## src/rtl/abl_pkg.sv

```systemverilog
// Shared definitions for the ABL/PCL address stage: op field encodings and an op builder.
// The microcode ROM generator imports this package too, so encodings live only here.
package abl_pkg;

  localparam logic [1:0] BASE_ZERO = 2'b00;
  localparam logic [1:0] BASE_ABL  = 2'b01;
  localparam logic [1:0] BASE_PCL  = 2'b10;
  localparam logic [1:0] BASE_DB   = 2'b11;

  localparam logic [1:0] ADD_ZERO  = 2'b00;
  localparam logic [1:0] ADD_REG   = 2'b01;
  localparam logic [1:0] ADD_DB    = 2'b10;
  localparam logic [1:0] ADD_M1    = 2'b11;

  localparam logic [7:0] ABL_RST_DEFAULT = 8'hFC;
  localparam logic [7:0] PCL_RST_DEFAULT = 8'h00;

  typedef struct packed {
    logic [1:0] base_sel;
    logic [1:0] add_sel;
    logic       ci;
  } abl_op_t;

  function automatic logic [4:0] make_op(input logic [1:0] base,
                                         input logic [1:0] addend,
                                         input logic       ci);
    return {base, addend, ci};
  endfunction

endpackage

```

## src/rtl/abl_if.sv

```systemverilog
// Bus between the microcode sequencer (master) and the ABL/PCL stage (slave).
interface abl_if;
  logic [7:0] DB;
  logic [7:0] REG;
  logic [4:0] op;
  logic       ld_pc;
  logic       inc_pc;
  logic [7:0] ADL;
  logic       CO;
  logic [7:0] ABL;
  logic [7:0] PCL;
  logic       page_cross;

  modport master (
    output DB, REG, op, ld_pc, inc_pc,
    input  ADL, CO, ABL, PCL, page_cross
  );

  modport slave (
    input  DB, REG, op, ld_pc, inc_pc,
    output ADL, CO, ABL, PCL, page_cross
  );
endinterface

```

## src/rtl/abl_add8_co.sv

```systemverilog
// 8-bit adder with carry-in and carry-out; shared by the address stages.
module add8_co (
  input  logic [7:0] a,
  input  logic [7:0] b,
  input  logic       ci,
  output logic [7:0] sum,
  output logic       co
);

  logic [8:0] full;

  assign full = {1'b0, a} + {1'b0, b} + {8'b0, ci};
  assign sum  = full[7:0];
  assign co   = full[8];

endmodule

```

## src/rtl/abl.sv

```systemverilog
// ABL/PCL next-value logic and registers. ADL/CO are combinational so ABH can chain
// its carry in the same cycle; page_cross is CO delayed one cycle for fixup microcode.
module abl
  import abl_pkg::*;
#(
  parameter logic [7:0] RST_ABL = ABL_RST_DEFAULT,
  parameter logic [7:0] RST_PCL = PCL_RST_DEFAULT
) (
  input  logic   clk,
  input  logic   RST,
  abl_if.slave   bus
);

  abl_op_t    op_s;
  logic [7:0] base;
  logic [7:0] addend;
  logic [7:0] adl;
  logic       co;

  logic [7:0] abl_d, abl_q;
  logic [7:0] pcl_d, pcl_q;
  logic       page_cross_d, page_cross_q;

  assign op_s = abl_op_t'(bus.op);

  always_comb begin
    base = 8'h00;
    unique case (op_s.base_sel)
      BASE_ZERO: base = 8'h00;
      BASE_ABL:  base = abl_q;
      BASE_PCL:  base = pcl_q;
      BASE_DB:   base = bus.DB;
    endcase
  end

  always_comb begin
    addend = 8'h00;
    unique case (op_s.add_sel)
      ADD_ZERO: addend = 8'h00;
      ADD_REG:  addend = bus.REG;
      ADD_DB:   addend = bus.DB;
      ADD_M1:   addend = 8'hFF;
    endcase
  end

  add8_co u_add (
    .a   (base),
    .b   (addend),
    .ci  (op_s.ci),
    .sum (adl),
    .co  (co)
  );

  // PCL loads from the registered ABL, so a value reaches PCL one cycle after it is on ABL.
  always_comb begin
    abl_d        = adl;
    page_cross_d = co;
    pcl_d        = pcl_q;
    if (bus.ld_pc) pcl_d = abl_q + {7'b0, bus.inc_pc};
  end

  always_ff @(posedge clk or posedge RST) begin
    if (RST) begin
      abl_q        <= RST_ABL;
      pcl_q        <= RST_PCL;
      page_cross_q <= 1'b0;
    end else begin
      abl_q        <= abl_d;
      pcl_q        <= pcl_d;
      page_cross_q <= page_cross_d;
    end
  end

  assign bus.ADL        = adl;
  assign bus.CO         = co;
  assign bus.ABL        = abl_q;
  assign bus.PCL        = pcl_q;
  assign bus.page_cross = page_cross_q;

endmodule

```

## src/flat_wrapper.sv

```systemverilog
// flat-port wrapper written by rule: the top's interface ports become plain ports
module abl_flat import abl_pkg::*;
#(
  parameter logic [7:0] RST_ABL = ABL_RST_DEFAULT,
  parameter logic [7:0] RST_PCL = PCL_RST_DEFAULT
)
  (clk, RST, bus_DB, bus_REG, bus_op, bus_ld_pc, bus_inc_pc, bus_ADL, bus_CO, bus_ABL, bus_PCL, bus_page_cross);
  abl_if bus_i ();
  input  logic clk;
  input  logic RST;
  input wire logic [$bits(bus_i.DB)-1:0] bus_DB;
  input wire logic [$bits(bus_i.REG)-1:0] bus_REG;
  input wire logic [$bits(bus_i.op)-1:0] bus_op;
  input wire logic [$bits(bus_i.ld_pc)-1:0] bus_ld_pc;
  input wire logic [$bits(bus_i.inc_pc)-1:0] bus_inc_pc;
  output wire logic [$bits(bus_i.ADL)-1:0] bus_ADL;
  output wire logic [$bits(bus_i.CO)-1:0] bus_CO;
  output wire logic [$bits(bus_i.ABL)-1:0] bus_ABL;
  output wire logic [$bits(bus_i.PCL)-1:0] bus_PCL;
  output wire logic [$bits(bus_i.page_cross)-1:0] bus_page_cross;
  assign bus_i.DB = bus_DB;
  assign bus_i.REG = bus_REG;
  assign bus_i.op = bus_op;
  assign bus_i.ld_pc = bus_ld_pc;
  assign bus_i.inc_pc = bus_inc_pc;
  assign bus_ADL = bus_i.ADL;
  assign bus_CO = bus_i.CO;
  assign bus_ABL = bus_i.ABL;
  assign bus_PCL = bus_i.PCL;
  assign bus_page_cross = bus_i.page_cross;
  abl #(.RST_ABL(RST_ABL), .RST_PCL(RST_PCL)) u_core (.clk(clk), .RST(RST), .bus(bus_i));
endmodule
```

## config.mk

```make
export PLATFORM = sky130hd
export DESIGN_NAME = abl_flat
export DESIGN_NICKNAME = d
export VERILOG_FILES = /design/src/rtl/abl_pkg.sv /design/src/rtl/abl_if.sv /design/src/rtl/abl_add8_co.sv /design/src/rtl/abl.sv /design/src/flat_wrapper.sv
export SDC_FILE = /design/constraint.sdc
export NUM_CORES = 1
export LEC_CHECK = 0
export BUFFER_PORTS_ARGS = -buffer_cell sky130_fd_sc_hd__buf_2
export CAP_MARGIN = 10
export CELL_PAD_IN_SITES_DETAIL_PLACEMENT = 1
export CELL_PAD_IN_SITES_GLOBAL_PLACEMENT = 1
export CORE_ASPECT_RATIO = 1.25
export CORE_MARGIN = 2
export CORE_UTILIZATION = 23
export DETAILED_ROUTE_END_ITERATION = 8
export PLACE_DENSITY = 0.66
export SYNTH_ARGS = -nofsm -noshare
export SYNTH_HDL_FRONTEND = slang
export SYNTH_SLANG_ARGS = --single-unit
```

## constraint.sdc

```tcl
create_clock -name clk -period 3.4 [get_ports clk]
set_clock_uncertainty 0.15 [all_clocks]
set_input_delay 0.51 -clock clk [delete_from_list [all_inputs] [get_ports clk]]
set_output_delay 0.51 -clock clk [all_outputs]
set_load 0.03 [all_outputs]
```

# Word-level counts from Yosys, hierarchy flattened
# Index checks and enable logic that the tools add are counted.
classes:
  n_mux: 2
  n_reduce_logical: 2
  add_sub_neg: 3
  n_eq_ne: 6
ops:
  columns: ["op", "n"]
  rows:
  - ["$pmux 8 s4", 2]
  - ["$add 8x8->9", 1]
  - ["$add 9x1->9", 1]
  - ["$add 8x1->8", 1]
  - ["$eq 2x2->1 const B", 4]
  - ["$eq 2x1->1 const B", 2]
  - ["$logic_not 2->1", 2]
totals:
  ff_bits: 17
  inputBits: 25
  output_inout_bits: 26
  elab_cells: 16

# Longest topological paths before layout
# Gate-level depths: netlist of the first run.
depth:
  word_depth: 4
  mapped_depth: 11
  depth_no_buf: 9

# By module
# A second synthesis of the first run with hierarchy kept.
hier_totals:
  hier_cells: 139
  area_unflattened_um2: 1262.5
by_module_without_submodules:
  columns: ["module", "cells_each", "n_inst", "seq_area_each_um2", "area_per_inst_um2"]
  rows:
  - ["abl", 97, 1, 432.9, 930.9]
  - ["add8_co", 42, 1, 0.0, 331.6]

# Worst setup path after synthesis of the first run
# OpenSTA, ideal clock, no wires.
synth_path:
  kind: "in2out"
  start: "in bus_op[3]"
  end: "out bus_ADL[6]"
  arrival_ns: 2.988
  t_required_ns: 2.740
  path_slack_ns: -0.248
  n_path_buf: 1
  cell_stages: 10
  cell_sequence: "buf_2 mux2_2 a22o_1 fa_1 inv_1 fa_1 nor2b_4 o31a_1 o31ai_4 a21boi_1"
synth_via:
  elab_chain_cells: 4
  elab_cells_between_ends: 7
  classes_between: "add/sub (2); eq/ne (3); mux (1); reduce/logical (1)"
synth_rtl:
  columns: ["element", "line", "rtl"]
  rows:
  - ["from (decl)", "flat_wrapper.sv:13", "input wire logic [$bits(bus_i.op)-1:0] bus_op;"]
  - ["$eq 2x2->1 (tied with other cells)", "abl.sv:28", "unique case (op_s.base_sel)"]
  - ["$pmux 8 s4 *", "abl.sv:28", null]
  - ["$add 8x8->9 *", "abl_add8_co.sv:12", "assign full = {1'b0, a} + {1'b0, b} + {8'b0, ci};"]
  - ["$add 9x1->9 *", "abl_add8_co.sv:12", null]
  - ["to (decl)", "flat_wrapper.sv:16", "output wire logic [$bits(bus_i.ADL)-1:0] bus_ADL;"]
# Mark *: on every way between the ends. The rest lies on a longest branch, timed or not.

# Worst setup path after layout of the first run
# Ends and elaborated chain as after synthesis.

==> results.tsv, run 1 <==
stage	metric	value	unit
run_status	status	completed	
setup_path	rr_worst_depth	10	
timing	finalHoldViolCount	0	
cells_and_area	drive_gt1_share	46.94	%
cts	cts_tree	built	
floorplan	io_pins	51	
yosys	synth_edf_count	0	
power_and_ir_drop	p_sw_share	49.45	%
hold_path	hold_class	in2async	
floorplan	coreArea	0.005330	sq mm
place	dp_cells	253	
route	dr.pass1.iters	4	
setup_path	r2r_end	u_core.bus.ABL[6]$_DFF_PP1_	
power_and_ir_drop	ir_worst_vdd	0.2264	mV
floorplan	die_area	0.006067	sq mm
grt	grtUsageTotal	13.41	%
timing	setup_viol	0	
yosys	syn_avg_cell_area	9.365	sq um
grt	grt_start_max_net_pins	18	
setup_path	critical_path.cell_chain	buf_6, mux2_2, a22o_1, fa_2, inv_2, fa_2, nor2b_4, o31a_1, o31ai_4, a21boi_4, buf_6	
place	dp_hpwl	3.201	mm
timing	timing.final.crit_share	97.97	%
place	portBuffers	50	
route	vias_per_cell	4.735	
cells_and_area	nNetsFinal	233	
yosys	synth_top_area_share	21.93	%
route	drc	0	
power_and_ir_drop	power.clock.fraction	10.1	%
setup_path	r2r_setup_slack	0.82	ns
yosys	ys_dominant_reg_cell	dfrtp_1	
cells_and_area	final_area	0.001764	sq mm
timing	drv_slew	0	
setup_path	critical_path_class	in2out	
grt	grt_pass1_wl	6.403	mm
timing	layout_setup_ws	0.06903	ns
job	drv_cap	0	
route	dr.first_iter.drc_count	47	
cts	clock_path_buffers	2	
place	globalplace.congestion	0.7427	
timing	tightest_slew	0.7178	ns
route	antenna_left	0	
cells_and_area	post-route-util	33.10	%
floorplan	row_count	30	
yosys	syn_nets	170	
setup_path	worst_path_largest_cell_delay	0.36	ns
timing	fmax	300.2	MHz
setup_path	cp-start-kind	primary input	
setup_path	crit-reg2reg-launch	u_core.bus.PCL[0]$_DFFE_PP0P_	
cts	clkSinkCount	17	
yosys	async_flop_share	100.0	%
cts	htree_levels	1	
setup_path	critPathMaxFanout	4	
cts	holdBufCountCts	0	
setup_path	cp.required	2.74	ns
power_and_ir_drop	p_per_area	898.1	mW/mm^2
floorplan	die_w	70.07	um
cts	cts_buffers	3	
floorplan	die_h	86.59	um
power_and_ir_drop	seq_power_share	27.1	%
power_and_ir_drop	combinationalPowerShare	62.8	%
place	dpl_worst_slack	-0.1459	ns
timing	rsz0062_at_grt	true	
timing	setup-tns-final	0	ns
power_and_ir_drop	power_switching	0.7835	mW
yosys	synth_seq_cells	17	
setup_path	crit_family	compound AO/OA/AOI/OAI gates	
grt	antenna_found_initial	0	
power_and_ir_drop	p_total	1.584	mW
timing	worst_slew_margin_rel	52.10	%
yosys	syn_area	0.001255	sq mm
floorplan	start_util	23.54	%
yosys	syn_inst	134	
power_and_ir_drop	power.leakage	0.8363	nW
cts	cts-root-buf	clkbuf_8	
setup_path	cp.arrival	2.67	ns
yosys	post_synth_num_cell_types	28	
setup_path	crit_buf_inv	3	
yosys	yosysSeqAreaShare	34.50	%
setup_path	end_kind	output port	
cells_and_area	diodes	0	
route	drt_wl_total	3.871	mm
grt	first_global_vias	1295	
cts	clkTransAtPathRegs	0.07	ns
yosys	synthTopCellsByArea	dfrtp_1, dfstp_2, ha_1, mux2_2, nor2_1	
cells_and_area	final_cells	260	
cts	clk_latency	0.26	ns
setup_path	crit_slowest_cell	fa_2	
timing	period_needed	3.331	ns
route	dr_total_vias	1231	
power_and_ir_drop	p_int	0.8010	mW
yosys	yosys.area.top_type	dfrtp_1	
place	place_area	0.001657	sq mm
cells_and_area	syn_to_final_growth	40.58	%
timing	hold_ws	0.2044	ns
yosys	synth_warnings	0	
setup_path	crit_start	bus_op[3]	
route	wire_per_inst	14.89	um
grt	grt-ovfl-total	0	
==> metal layers <==
layer / wire length [um] / share of wire (%) / vias to the layer above / GRT usage (%)
li1: - / - / 599 / -
met4: 62 / 1.6 / 0 / 5.769
met2: 2147 / 55 / 21 / 25.45
met5: 0 / 0 / - / 0
met3: 96 / 2.5 / 4 / 1.279
met1: 1565 / 40 / 607 / 15.17
==> cells by family (layout without fill, tap and decap cells) <==
logic type | Yosys count | after routing | share of synthesized area [%]
xor+xnor | 10 | 10 | 6.979
compound gates | 40 | 40 | 21.34
buf+inv | 12 | 74 | 3.888
fa+ha+maj | 11 | 11 | 12.16
simple gates | 34 | 34 | 12.16
mux | 10 | 10 | 8.973
flops | 17 | 17 | 34.50
==> cells in the mapped netlist (4+ instances only) <==
master	n
inv_1	6
nor2_1	25
a22o_1	7
o21ai_0	5
dfrtp_1	11
nand3_1	4
xnor2_1	6
ha_1	9
dfstp_2	6
mux2_2	10
xor2_1	4
a21oi_1	17
==> cell usage in the layout, fill, tap and decap left out, types with 5 or more instances in the layout <==
cell type / n
xnor2_1: 6
nor2_1: 25
ha_1: 9
dfstp_2: 6
dfrtp_1: 11
inv_1: 5
a21oi_1: 16
buf_4: 16
buf_2: 46
mux2_2: 10
a22o_1: 7
==> worst register-to-register path, delay by kind of cell (launching register included) <==
kind,cells,cell delay [ns]
multiplexers,1,0.26
flip-flops,1,0.39
adder cells (fa/ha/maj),2,0.58
AND/OR/NAND/NOR,1,0.04
AO/OA/AOI/OAI,4,0.92
buffers and inverters,2,0.19
==> area by class of cell <==
type                       count  area [sq um]
tap                           64         80.08
fill                         665          3566
sequential                    17         432.9
clock buffer                   4         45.04
inverter                       6         22.52
timing repair buffer          64         372.9
multi-input combinational    105         810.8
==> power groups by stage <==
stage	clock [mW]	combinational (mW)	sequential (mW)
after floorplan	0	0.469	0.604
after global placement	0	0.932	0.433
after detailed placement	0	0.946	0.435
after CTS	0.163	0.986	0.433
after global routing	0.169	1.08	0.451
final	0.160	0.995	0.430
==> how the worst max path moves through the flow <==
stage	endpoint	depth (start not counted)
floorplan	bus_ADL[6]	10
global placement	bus_ADL[6]	11
detailed placement	bus_ADL[6]	11
CTS	bus_ADL[6]	10
global route	bus_ADL[6]	10
finish	bus_ADL[6]	11
==> registers in the layout, summed over array words and instances, names as in the netlist <==
register / cells
u_core.bus.ABL: 8
u_core.bus.PCL: 8
u_core.bus.page_cross: 1
==> timing repair <==
| action | in CTS | in global routing |
|---|---|---|
| gates resized for setup | 10 | 4 |
| endpoints found under the hold margin | 0 | 0 |
| pin swaps | 2 | 6 |
| endpoints found under the setup margin | 4 | 5 |
| buffers inserted | 2 | 1 |
(Power assumes the default switching activity.)
==> run 2: changes to the inputs <==
--- a/config.mk
+++ b/config.mk
@@ -5,6 +5,7 @@
 export SDC_FILE = /design/constraint.sdc
 export NUM_CORES = 1
 export LEC_CHECK = 0
+export ABC_AREA = 1
 export BUFFER_PORTS_ARGS = -buffer_cell sky130_fd_sc_hd__buf_2
 export CAP_MARGIN = 10
 export CELL_PAD_IN_SITES_DETAIL_PLACEMENT = 1
@@ -13,7 +14,7 @@
 export CORE_MARGIN = 2
 export CORE_UTILIZATION = 23
 export DETAILED_ROUTE_END_ITERATION = 8
-export PLACE_DENSITY = 0.66
+export PLACE_DENSITY = 0.69
 export SYNTH_ARGS = -nofsm -noshare
 export SYNTH_HDL_FRONTEND = slang
 export SYNTH_SLANG_ARGS = --single-unit
==> run 2 against run 1 <==
Critical path depth rose by 2. Design area down 3.4%. Clock-buffer cell count did not move. Worst setup slack gained 0.19 ns. Total power is 11% lower. Fmax increased by 6.2%. Via count increased by 16%. Sequential power shrank 4%. Clock power decreased by 3%. Synthesized area is 6.1% higher. Global-route usage up 0.094 points.
==> results.tsv, run 2 <==
stage	metric	value	unit
run_status	status	completed	
yosys	synth_compound_area_share	11.47	%
setup_path	critical_path.cell_chain	buf_2, inv_1, nand2_1, o211ai_1, fa_1, inv_1, fa_1, inv_1, nand3_1, nand3_1, nand2_1, nand2_1, buf_2	
yosys	ys_dominant_reg_cell	dfrtp_1	
power_and_ir_drop	power.leakage	0.9527	nW
setup_path	crit-reg2reg-launch	u_core.bus.PCL[0]$_DFFE_PP0P_	
hold_path	hold_class	in2async	
yosys	synthTopCellsByCount	nand2_1, inv_1, nand3_1, nor2_1, a21oi_1	
grt	first_global_vias	1442	
setup_path	cp_num_cells	13	
yosys	async_flop_share	100.0	%
grt	grtUsageTotal	13.50	%
cells_and_area	syn_to_final_growth	28.01	%
yosys	synth_xor_area_share	2.632	%
setup_path	rr_worst_depth	10	
yosys	synth_edf_count	0	
setup_path	crit_start	bus_op[3]	
yosys	synth_warnings	0	
timing	layout_setup_ws	0.2630	ns
cts	holdBufCountCts	0	
floorplan	die_h	89.06	um
floorplan	start_util	23.35	%
cells_and_area	final_cells	314	
setup_path	cp-start-kind	primary input	
place	dp_cells	310	
yosys	syn_area	0.001331	sq mm
cells_and_area	nNetsFinal	285	
floorplan	io_pins	51	
setup_path	critical_path_class	in2out	
cells_and_area	post-route-util	29.89	%
cts	cts_tree	built	
cells_and_area	final.fill_count	744	
timing	worst_slew_margin_rel	56.27	%
setup_path	crit_buf_inv	5	
job	drv_cap	0	
route	wire_per_inst	12.68	um
setup_path	r2r_end	u_core.bus.ABL[6]$_DFF_PP1_	
route	dr.first_iter.drc_count	65	
cts	cts_resized	0	
yosys	syn_avg_cell_area	6.827	sq um
cells_and_area	final_common_cell	nand2_1	
place	globalplace.congestion	0.7874	
cells_and_area	final_area	0.001704	sq mm
yosys	syn_nets	231	
cells_and_area	drive_gt1_share	26.21	%
timing	timing.final.crit_share	92.26	%
setup_path	cp.required	2.74	ns
route	antenna_left	0	
route	drt_wl_total	3.982	mm
grt	grt_start_max_net_pins	18	
place	dp_hpwl	3.483	mm
cts	cts_buffers	3	
yosys	synth_top_family_by_area	simple AND/OR/NAND/NOR gates	
floorplan	die_area	0.006416	sq mm
yosys	synth_seq_cells	17	
route	dr.pass1.iters	3	
setup_path	r2r_setup_slack	1.43	ns
setup_path	worst_path_largest_cell_delay	0.39	ns
place	dpl_worst_slack	0.2262	ns
cts	clock_path_buffers	2	
setup_path	cp.arrival	2.48	ns
setup_path	crit_family	buffers and inverters	
cells_and_area	final_cell_mix	nand2_1, buf_2, inv_1	
yosys	post_synth_num_cell_types	23	
setup_path	end_kind	output port	
yosys	synthTopCellsByArea	dfrtp_1, nand2_1, dfstp_2, ha_1, inv_1	
yosys	synth_top_area_share	20.68	%
power_and_ir_drop	p_total	1.404	mW
place	portBuffers	50	
grt	grt-ovfl-total	0	
cts	post_cts_buffers	0	
yosys	muxShareOfSynthArea	0	%
yosys	syn_inst	195	
cts	clkTransAtPathRegs	0.07	ns
place	place_area	0.001659	sq mm
timing	hold_ws	0.1864	ns
route	drc	0	
floorplan	coreArea	0.005702	sq mm
route	vias_per_cell	4.545	
timing	drv_slew	0	
route	dr_total_vias	1427	
yosys	synth.most_common_cell	nand2_1	
yosys	yosys.area.top_type	dfrtp_1	
yosys	yosys.area_share.simple	32.24	%
timing	finalHoldViolCount	0	
timing	setup_viol	0	
grt	antenna_found_initial	0	
timing	tightest_slew	0.6552	ns
yosys	synth-adder-area-share	11.47	%
power_and_ir_drop	ir_worst_vdd	0.2184	mV
cells_and_area	diodes	0	
timing	rsz0062_at_grt	false	
cts	clkSinkCount	17	
power_and_ir_drop	p_per_area	823.8	mW/mm^2
cts	cts-root-buf	clkbuf_8	
floorplan	row_count	31	
yosys	yosysSeqAreaShare	32.52	%
grt	grt_pass1_wl	6.748	mm
timing	period_needed	3.137	ns
cts	clk_latency	0.25	ns
cts	htree_levels	1	
timing	fmax	318.8	MHz
floorplan	die_w	72.05	um
setup_path	crit_slowest_cell	fa_1	
timing	setup-tns-final	0	ns
setup_path	critPathMaxFanout	6	
## run 2: cell types whose count changed after synthesis, moves of 7 or more
cell / previous run / this run
nor2_1: 25 / 15
nand3_1: 4 / 19
a22o_1: 7 / 0
inv_1: 6 / 27
nand2_1: 0 / 67
mux2_2: 10 / 0
## run 2: how the worst max path moves through the flow
stage                 endpoint  slack [ns]
finish              bus_ADL[6]        0.26
global route        bus_ADL[6]       0.006
CTS                 bus_ADL[6]        0.22
detailed placement  bus_ADL[6]        0.23
global placement    bus_ADL[6]        0.34
floorplan           bus_ADL[4]        0.37
## run 2: cell families after synthesis
logic type | after synthesis
xor+xnor | 4
buf+inv | 32
simple gates | 105
flops | 17
fa+ha+maj | 11
compound gates | 26
## run 2: layout make-up
class | count | area, sq um | area share [%]
well taps | 66 | 82.58 | 4.846
inverters | 29 | 108.9 | 6.388
clock buffers | 4 | 45.04 | 2.643
repair buffers | 52 | 265.3 | 15.57
flip-flops and latches | 17 | 432.9 | 25.40
multi-input cells | 146 | 769.5 | 45.15
## run 2: power breakdown
part,switching (mW),internal (mW)
sequential,0.0935,0.321
clock,0.0726,0.0833
combinational,0.583,0.251
total,0.749,0.655
## run 2: routing by layer
metal,global-route usage [%],vias to the layer above,wire (um)
met3,0.7892,4,114
met1,15.83,679,1627
met5,0,-,0
met4,5.146,0,57
li1,-,722,-
met2,25.67,22,2183
==> run 3: changes to the inputs <==
--- a/config.mk
+++ b/config.mk
@@ -14,7 +14,7 @@
 export CORE_MARGIN = 2
 export CORE_UTILIZATION = 23
 export DETAILED_ROUTE_END_ITERATION = 8
-export PLACE_DENSITY = 0.69
+export PLACE_DENSITY_LB_ADDON = 0.08
 export SYNTH_ARGS = -nofsm -noshare
 export SYNTH_HDL_FRONTEND = slang
 export SYNTH_SLANG_ARGS = --single-unit
==> run 3 against run 2 <==
Clock power hardly changed. Fmax grew 0.94%. Total power about the same. Global-route usage is 0.53 points higher. Core utilization shrank 0.13 points. Critical path depth unchanged. Critical path type unchanged. Critical endpoint unchanged. Largest cell class unchanged. Largest power group unchanged.
==> results.tsv, run 3 (synthesis gave the netlist of run 2 again) <==
stage	metric	value	unit
floorplan	row_count	31	
cts	clkSinkCount	17	
cts	holdBufCountCts	0	
timing	setup_viol	0	
cells_and_area	drive_gt1_share	25.91	%
cts	clk_latency	0.25	ns
hold_path	hold_class	in2async	
cts	cts-root-buf	clkbuf_8	
grt	grt_start_max_net_pins	18	
job	drv_cap	0	
timing	setup-tns-final	0	ns
setup_path	cp.required	2.74	ns
grt	grt_pass1_wl	6.969	mm
power_and_ir_drop	power.leakage	0.9479	nW
grt	first_global_vias	1486	
power_and_ir_drop	combinationalPowerShare	59.0	%
setup_path	end_kind	output port	
setup_path	crit_buf_inv	5	
route	dr.first_iter.drc_count	21	
place	globalplace.congestion	0.7425	
cts	htree_levels	1	
route	antenna_left	0	
cells_and_area	final_common_cell	nand2_1	
cells_and_area	final_cells	313	
route	vias_per_cell	4.422	
cts	cts_resized	0	
power_and_ir_drop	ir_worst_vdd	0.2981	mV
floorplan	die_h	89.06	um
floorplan	io_pins	51	
route	wire_per_inst	13.49	um
floorplan	start_util	23.35	%
timing	period_needed	3.108	ns
timing	worst_slew_margin_rel	52.42	%
grt	grt-ovfl-total	0	
setup_path	critical_path.cell_chain	buf_2, inv_1, nand2_1, o211ai_1, fa_1, inv_1, fa_1, inv_1, nand3_1, nand3_1, nand2_1, nand2_1, buf_2	
setup_path	critical_path_class	in2out	
power_and_ir_drop	p_int	0.6538	mW
grt	grtUsageTotal	14.03	%
cells_and_area	diodes	0	
setup_path	cp-start-kind	primary input	
power_and_ir_drop	p_per_area	827.1	mW/mm^2
cells_and_area	final.fill_count	747	
setup_path	cp.arrival	2.45	ns
cts	clkTransAtPathRegs	0.07	ns
place	dpl_worst_slack	0.2555	ns
run_status	status	completed	
place	dp_cells	309	
route	drt_wl_total	4.221	mm
power_and_ir_drop	power_switching	0.7495	mW
grt	antenna_found_initial	0	
timing	layout_setup_ws	0.2923	ns
setup_path	worst_path_largest_cell_delay	0.39	ns
timing	rsz0062_at_grt	false	
floorplan	die_w	72.05	um
timing	fmax	321.8	MHz
cts	cts_buffers	3	
cells_and_area	syn_to_final_growth	27.44	%
cts	post_cts_buffers	0	
power_and_ir_drop	seq_power_share	29.7	%
place	dp_hpwl	3.597	mm
timing	finalHoldViolCount	0	
cells_and_area	nNetsFinal	284	
floorplan	die_area	0.006416	sq mm
setup_path	crit_slowest_cell	fa_1	
timing	timing.final.crit_share	91.40	%
cells_and_area	final_cell_mix	nand2_1, buf_2, inv_1	
setup_path	critPathMaxFanout	6	
timing	drv_slew	0	
setup_path	crit_family	adder cells	
floorplan	coreArea	0.005702	sq mm
cts	clock_path_buffers	2	
route	dr.pass1.iters	4	
route	dr_total_vias	1384	
timing	hold_ws	0.2119	ns
power_and_ir_drop	power.clock.fraction	11.3	%
power_and_ir_drop	p_sw_share	53.41	%
route	drc	0	
timing	tightest_slew	0.7128	ns
place	portBuffers	50	
cts	cts_tree	built	
==> run 3: final timing paths <==
check,cells after the start,end,startpoint,slack (ns)
setup reg to reg,10,u_core.bus.ABL[6]$_DFF_PP1_,u_core.bus.PCL[0]$_DFFE_PP0P_,1.47
min in group clk,2,u_core.bus.PCL[6]$_DFFE_PP0P_,u_core.bus.PCL[6]$_DFFE_PP0P_,0.38
hold reg to reg,2,u_core.bus.PCL[6]$_DFFE_PP0P_,u_core.bus.PCL[6]$_DFFE_PP0P_,0.38
max in group asynchronous,2,u_core.bus.ABL[1]$_DFF_PP0_,RST,2.44
setup / recovery,13,bus_ADL[6],bus_op[3],0.29
hold / removal,2,u_core.bus.PCL[1]$_DFFE_PP0P_,RST,0.21
==> run 3: power by group through the flow <==
| stage | Clock, mW | Sequential, mW | Combinational, mW |
|---|---|---|---|
| 2_1_floorplan | 0 | 0.585 | 0.419 |
| 3_3_place_gp | 0 | 0.426 | 0.845 |
| 3_5_place_dp | 0 | 0.427 | 0.842 |
| 4_1_cts | 0.169 | 0.423 | 0.846 |
| 5_1_grt | 0.175 | 0.437 | 0.925 |
| 6_report | 0.158 | 0.417 | 0.828 |
==> run 3: per-layer routing <==
layer	wire length [um]	up-vias	share of wire [%]	track usage [%]
met1	1907	637	45	16.95
met4	37	0	0.88	4.631
li1	-	724	-	-
met5	0	-	0	0
met2	2180	21	52	26.01
met3	95	2	2.3	1.353
==> run 3: area by class of cell <==
class                      count  area (sq um)  share of cell area, %
inverter                      29         108.9                  6.416
sequential                    17         432.9                  25.52
timing repair buffer          51         257.7                  15.19
clock buffer                   4         45.04                  2.655
multi-input combinational    146         769.5                  45.35
tap                           66         82.58                  4.867
==> run 3: worst register-to-register path: stages, from the launching register on <==
cell and delay (ns):
dfrtp_1 0.35, inv_1 0.06, o211ai_1 0.21, fa_1 0.23, inv_1 0.06, fa_1 0.39, inv_1 0.09, nand3_1 0.10
nand3_1 0.11, nand2_1 0.06, nand2_1 0.07
==> run 3: per-stage QoR <==
step | total power [mW] | util, % | instance area [sq um]
2_1_floorplan | 1.003 | - | 1331
4_1_cts | 1.438 | 29.76 | 1697
3_3_place_gp | 1.271 | 28.97 | 1652
5_1_grt | 1.537 | 29.76 | 1697
6_report | 1.403 | 29.76 | 1697
3_5_place_dp | 1.269 | 28.97 | 1652
